**config.mk**
```make
export PLATFORM = sky130hd
export DESIGN_NAME = cmd_issue_queue
export DESIGN_NICKNAME = d
export VERILOG_FILES = /design/src/rtl/cmd_issue_queue.sv
export SDC_FILE = /design/constraint.sdc
export NUM_CORES = 1
export LEC_CHECK = 0
export ABC_CLOCK_PERIOD_IN_PS = 4930
export BUFFER_PORTS_ARGS = -buffer_cell sky130_fd_sc_hd__buf_4
export CORE_UTILIZATION = 36
export CTS_CLUSTER_SIZE = 16
export DETAILED_ROUTE_END_ITERATION = 10
export SETUP_SLACK_MARGIN = 0.2
export SLEW_MARGIN = 20
export SYNTH_ARGS = -nofsm -noshare
export SYNTH_HDL_FRONTEND = slang
export SYNTH_SLANG_ARGS = --single-unit
```
**constraint.sdc**
```tcl
create_clock -name clk -period 4.93 [get_ports clk]
set_input_delay 0.7395 -clock clk [delete_from_list [all_inputs] [get_ports clk]]
set_output_delay 0.7395 -clock clk [all_outputs]
set_load 0.05 [all_outputs]
```
**src/rtl/cmd_issue_queue.sv**
```systemverilog
// cmd_issue_queue: in-order command FIFO with request/ack issue, timed retry backoff and drop after MAX_RETRY refusals.
module cmd_issue_queue #(
   parameter int DEPTH     = 8,
   parameter int RETRY_GAP = 4,
   parameter int MAX_RETRY = 15
) (
   input  logic                       clk,
   input  logic                       rst_n,
   input  logic                       in_valid,
   input  logic [5:0]                 in_addr,
   input  logic [31:0]                in_data,
   output logic                       in_ready,
   output logic [5:0]                 cmd_addr,
   output logic [31:0]                cmd_data,
   output logic                       cmd_rqst,
   input  logic                       cmd_ack,
   output logic                       drop_pulse,
   output logic [$clog2(DEPTH):0]     level
);
   localparam int AW = $clog2(DEPTH);
   localparam int LW = AW + 1;
   localparam logic [7:0] RMAX = 8'(MAX_RETRY - 1);
   typedef enum logic [1:0] {IDLE, RQST, CHECK, BACKOFF} state_t;
   state_t state, state_nxt;
   logic [37:0] mem [DEPTH];
   logic [AW-1:0] wr_ptr, rd_ptr;
   logic [LW-1:0] level_q;
   logic [7:0] retry, retry_nxt, gap, gap_nxt;
   logic rdy, push, pop, drop;
   assign in_ready = rdy & (level_q != LW'(DEPTH));
   assign push = in_valid & in_ready;
   assign level = level_q;
   assign {cmd_addr, cmd_data} = (level_q != '0) ? mem[rd_ptr] : '0;
   assign cmd_rqst = (state == RQST);
   assign drop_pulse = drop & rst_n;
   always_ff @(posedge clk) begin
      if (push) mem[wr_ptr] <= {in_addr, in_data};
   end
   always_ff @(posedge clk) begin
      if (!rst_n) begin
         state   <= IDLE;
         wr_ptr  <= '0;
         rd_ptr  <= '0;
         level_q <= '0;
         rdy     <= 1'b0;
         retry   <= '0;
         gap     <= '0;
      end else begin
         state   <= state_nxt;
         retry   <= retry_nxt;
         gap     <= gap_nxt;
         rdy     <= 1'b1;
         level_q <= level_q + LW'(push) - LW'(pop);
         if (push) wr_ptr <= wr_ptr + AW'(1);
         if (pop) rd_ptr <= rd_ptr + AW'(1);
      end
   end
   // the last tolerated refusal pops the head exactly like an acceptance, but flags it as dropped
   always_comb begin
      state_nxt = state;
      retry_nxt = retry;
      gap_nxt   = gap;
      pop       = 1'b0;
      drop      = 1'b0;
      case (state)
         IDLE:  state_nxt = (level_q != '0) ? RQST : IDLE;
         RQST:  state_nxt = CHECK;
         CHECK: begin
            if (cmd_ack || retry == RMAX) begin
               pop       = 1'b1;
               drop      = ~cmd_ack;
               retry_nxt = '0;
               state_nxt = IDLE;
            end else begin
               retry_nxt = retry + 8'd1;
               gap_nxt   = 8'(RETRY_GAP);
               state_nxt = BACKOFF;
            end
         end
         BACKOFF: begin
            gap_nxt   = gap - 8'd1;
            state_nxt = (gap == 8'd1) ? RQST : BACKOFF;
         end
         default: state_nxt = IDLE;
      endcase
   end
endmodule

```
After elaboration in Yosys (flattened, before gate mapping)
Memory sizes are Yosys's and may differ from the RTL's. A register that Yosys moved wholly into a read port is not among the register bits.
Index checks and enable logic that the tools add are counted.
{"block": "totals", "ff_bits": 29, "output_inout_bits": 45, "inputBits": 42, "ramBits": 304, "wordCells": 47, "mem_count": 1}
{"block": "op_classes", "bitwise": 4, "add_sub_neg": 6, "n_mux": 17, "reduce_logical": 5, "n_eq_ne": 7}
{"name": "mem", "depth": 8, "word_bits": 38, "rd": 1, "rd_ports_with_merged_regs": 1, "write_ports": 1, "line": "25", "text": "logic [37:0] mem [DEPTH];"}
{"cell": "$mux W38", "n": 1}
{"cell": "$mux W8", "n": 2}
{"cell": "$pmux W8 S2", "n": 1}
{"cell": "$add A8 B1 Y8 const B", "n": 1}
{"cell": "$eq A8 B1 Y1 const B", "n": 1}
{"cell": "$eq A8 B4 Y1 const B", "n": 1}
{"cell": "$mux W1", "n": 8}
{"cell": "$pmux W2 S4", "n": 1}
{"cell": "$sub A8 B1 Y8 const B", "n": 1}
{"cell": "$add A3 B1 Y3 const B", "n": 2}
{"cell": "$mux W3", "n": 2}
{"cell": "$add A4 B1 Y4", "n": 1}
{"cell": "$eq A2 B2 Y1 const B", "n": 2}
{"cell": "$mux W2", "n": 2}
{"cell": "$ne A4 B4 Y1 const B", "n": 1}
{"cell": "$reduce_bool A4 Y1", "n": 1}
{"cell": "$sub A4 B1 Y4", "n": 1}
{"cell": "$and A1 B1 Y1", "n": 3}
{"cell": "$eq A2 B1 Y1 const B", "n": 1}
{"cell": "$logic_not A2 Y1", "n": 1}
{"cell": "$ne A2 B2 Y1 const B", "n": 1}
{"cell": "$reduce_and A2 Y1", "n": 1}
{"cell": "$reduce_bool A2 Y1", "n": 1}
{"cell": "$logic_or A1 B1 Y1", "n": 1}
{"cell": "$not A1 Y1", "n": 1}

Logic depth before layout (Yosys ltp)
{"block": "logic_depth", "depth_word": 6, "depth_mapped": 11, "ltp_nobuf": 11}

Least setup slack after synthesis
OpenSTA, ideal clock, no wires.
{"block": "synth_timing", "path_type": "reg2reg", "start": "register level_q[2], in the netlist level[2]", "end": "memory mem[0][0] (enable)", "slack_ns": -0.722, "arrival_time_ns": 5.123, "setup_time_ns": 0.530, "path_stages_with_launch": 6, "required_time_ns": 4.400, "path_cell_list": "dfxtp_1 > inv_1 > ha_1 > or3b_2 > nand3_1 > nor4_1"}
{"block": "synth_between", "elab_chain_cells": 5}
{"element": "start, declared", "line": "27", "text": "logic [LW-1:0] level_q;"}
{"element": "start signal, assigned", "line": "53", "text": "level_q <= level_q + LW'(push) - LW'(pop);"}
{"element": "$ne A4 B4 Y1", "line": "30", "text": "assign in_ready = rdy & (level_q != LW'(DEPTH));"}
{"element": "$and A1 B1 Y1", "line": "30"}
{"element": "$and A1 B1 Y1", "line": "31", "text": "assign push = in_valid & in_ready;"}
{"element": "$mux W1", "line": "37", "text": "if (push) mem[wr_ptr] <= {in_addr, in_data};"}
{"element": "$mux W1 (implied by the code)", "line": "37"}
{"element": "end, declared", "line": "25"}
No other way between the ends.

==> results.py <==
metrics = {
    "layout": {
        "fin_util_pct": 43.3,
        "num_antenna_cells": 0,
        "final_nets": 827,
        "final_area_um2": 15400,
        "fin_cells": 1256,
        "area_growth_pct": 18.0,
        "n_fill_cell": 3119,
        "layout-drive-gt1-share_pct": 29.8,
        "ff_latch_area_um2": 9780,
        "multiInputGateArea_um2": 3200,
    },
    "setup_path": {
        "cp.required_ps": 4190,
        "cp-start-kind": "flop",
        "critPathSlowestCell": "dfxtp_4",
        "r2r_cells": 7,
        "crit_path_max_fanout": 59,
        "path_class": "flop to output port",
        "crit_chain": "buf_4 -> mux4_2 -> mux2i_1 -> nor2_1 -> buf_4",
        "arrival_ps": 2680,
        "critPathCaptureType": "output port",
        "critPathMostFrequentCell": "buf_4",
        "cp_slowest_stage_delay_ps": 920,
    },
    "clocking": {
        "cts_sinks": 336,
        "h-tree-depth": 2,
        "post_cts_buffers": 0,
        "cts_resized": 0,
        "cts.path.max_buffers": 3,
        "clk_latency_ps": 510,
        "cts_hold_buf": 0,
        "cts_tree": "done",
        "root_buffer": "clkbuf_16",
        "cts.clk_slew.worst_paths_ps": 60,
        "cts_buffers": 37,
    },
    "timing": {
        "fin_crit_ps": 3420,
        "tns_ps": 0,
        "max_freq_ghz": 0.292,
        "fin_worst_skew_ps": 10.8,
        "holdWs_ps": 458,
        "rsz0062_at_grt": "no",
        "drv_slew": 0,
        "slew_headroom_pct": 40.2,
        "setup_viol_count_final": 0,
        "min_period_over_period_pct": 69.4,
        "hold_violations": 0,
        "worst_slew_pin_slew_ps": 897,
        "fin_ws_ps": 1510,
    },
    "detailed_routing": {
        "drc": 12,
        "wire_per_inst_um": 21.2,
        "via_count": 6293,
        "first_pass_iters": 8,
        "drt-total-wl_um": 26700,
        "antenna_left": 0,
        "drt-initial-drc-count": 389,
        "viasPerCell": 5.01,
    },
    "pwr": {
        "ir_worst_vdd_mv": 0.345,
        "combPwrFrac_pct": 22.7,
        "power.internal_mw": 5.22,
        "p_switching_mw": 2.26,
        "p_clk_share_pct": 33.6,
        "p_seq_share_pct": 43.7,
        "p_sw_share_pct": 30.2,
        "cellPowerDensity_nw_per_um2": 484,
        "p_leak_nw": 4.91,
        "power.total_mw": 7.48,
    },
    "hold_path": {
        "hold_path_class": "input port to flop",
        "min_path_cells": 1,
    },
    "floorplanning": {
        "fp-row-count": 69,
        "die_width_um": 193,
        "fp.dieH_um": 193,
        "start_util_pct": 36.7,
        "core_region_area_um2": 35700,
        "dieArea_um2": 37100,
        "ioPinCount": 87,
    },
    "grt": {
        "overflow": 0,
        "grt_pass1_vias": 6572,
        "grt_start_max_net_pins": 60,
        "grt_pass1_wl_um": 40500,
        "antenna_found_initial": 0,
        "grt_use_total_pct": 14.9,
    },
    "flow_run": {
        "drv_cap": 0,
    },
    "yosys": {
        "synthCells": 662,
        "synth.most_common_cell": "edfxtp_1",
        "ys_top_cells_by_count": "edfxtp_1 (304), mux4_2 (76), nor2_1 (66)",
        "synth.distinct_cells": 44,
        "yosys_warnings": 0,
        "synthFlopType": "edfxtp_1",
        "syn_avg_cell_area_um2": 19.8,
        "synth_area_leaders": "edfxtp_1 (70%), mux4_2 (13%), dfxtp_1 (4.9%), mux2i_1 (3.3%), nor2_1 (1.9%)",
        "synth_top_area_share_pct": 69.7,
        "synth_edf_count": 304,
        "netlist_area_um2": 13100,
        "synth-seq-cells": 336,
        "synth_area_leader_cell": "edfxtp_1",
        "syn-num-nets": 716,
        "ys_seq_area_share_pct": 74.6,
        "async_reset_ff_share_pct": 0,
    },
    "status": {
        "failed_checks": "design-rule violations",
        "outcome": "complete, but fails checks",
    },
    "place": {
        "placed_area_um2": 14400,
        "post-place-ws_ps": 1950,
        "gp_congestion": 0.706,
        "dp_hpwl_um": 14800,
        "io_buffers": 86,
        "place_inst": 1195,
    },
}
==> cells in the final DEF (no fill, tap or decap), drive strengths merged, types with 2 or more instances in the layout <==
cell type and count:
bufinv 2, clkbuf 52, nor4 2, ha 11, a21oi 7, dfxtp 32, nand3 9, mux2i 43
inv 12, and2 4, or4 3, nand2b 4, xor2 9, edfxtp 304, clkinv 5, mux4 76
buf 102, nor3 8, o21ai 2, nand2 14, nand4 3, nor2 67, xnor2 7
==> power groups by stage <==
| stage | Sequential (mW) | Combinational [mW] | Clock (mW) |
|---|---|---|---|
| floorplan | 3.33 | 1.16 | 0 |
| finish | 3.26 | 1.70 | 2.52 |
| global placement | 3.32 | 1.73 | 0 |
| detailed placement | 3.33 | 1.74 | 0 |
| global route | 3.28 | 1.81 | 2.70 |
| CTS | 3.27 | 1.74 | 2.59 |
==> sequential cells by signal, indices dropped and copies added (netlist names), named ones only <==
register / cells
gap: 8
level: 4
mem: 304
rd_ptr: 3
rdy: 1
retry: 8
state: 2
wr_ptr: 3
==> path summary, 6_finish.rpt <==
path	startpoint	to	slack, ps
setup / recovery	flop	cmd_data[11]	1510
hold / removal	rst_n	rdy	460
setup reg to reg	level[2]	mem[4][18]	2160
hold reg to reg	rd_ptr[2]	flop	490
==> final cells by class <==
type,instances,area share [%]
flip-flops and latches,336,63.3
multi-input cells,286,20.7
clock buffers,52,6.42
repair buffers,102,4.96
well taps,461,3.73
clock inverters,9,0.632
inverters,10,0.243
==> cells by family (layout without fill, tap and decap cells) <==
| kind of cell | after synthesis | count (layout) | synth area share (%) |
|---|---|---|---|
| AOI/OAI and AO/OA | 15 | 15 | 0.774 |
| xor gates and xnor gates | 16 | 16 | 1.07 |
| adders and majority gates | 12 | 12 | 1.20 |
| buffers and inverters | 40 | 173 | 1.47 |
| DFF | 336 | 336 | 74.6 |
| muxes | 119 | 119 | 16.4 |
| and+or+nand+nor | 124 | 124 | 4.47 |
==> worst max-delay path: cells and delay by family (launching register included) <==
kind	cells	cell delay (ps)
buffers and inverters	2	610
flip-flops	1	920
multiplexers	2	550
AND/OR/NAND/NOR	1	60
==> routing by layer <==
metal  track usage, %  vias up  share of wire [%]
li1                 -     2870                  -
met1             20.7     3240                 44
met2             24.1      146                 49
met3             2.55       37                5.6
met4             3.66        0                1.6
met5                0        -                  0
Note: power is estimated with default switching activity, not from simulation.
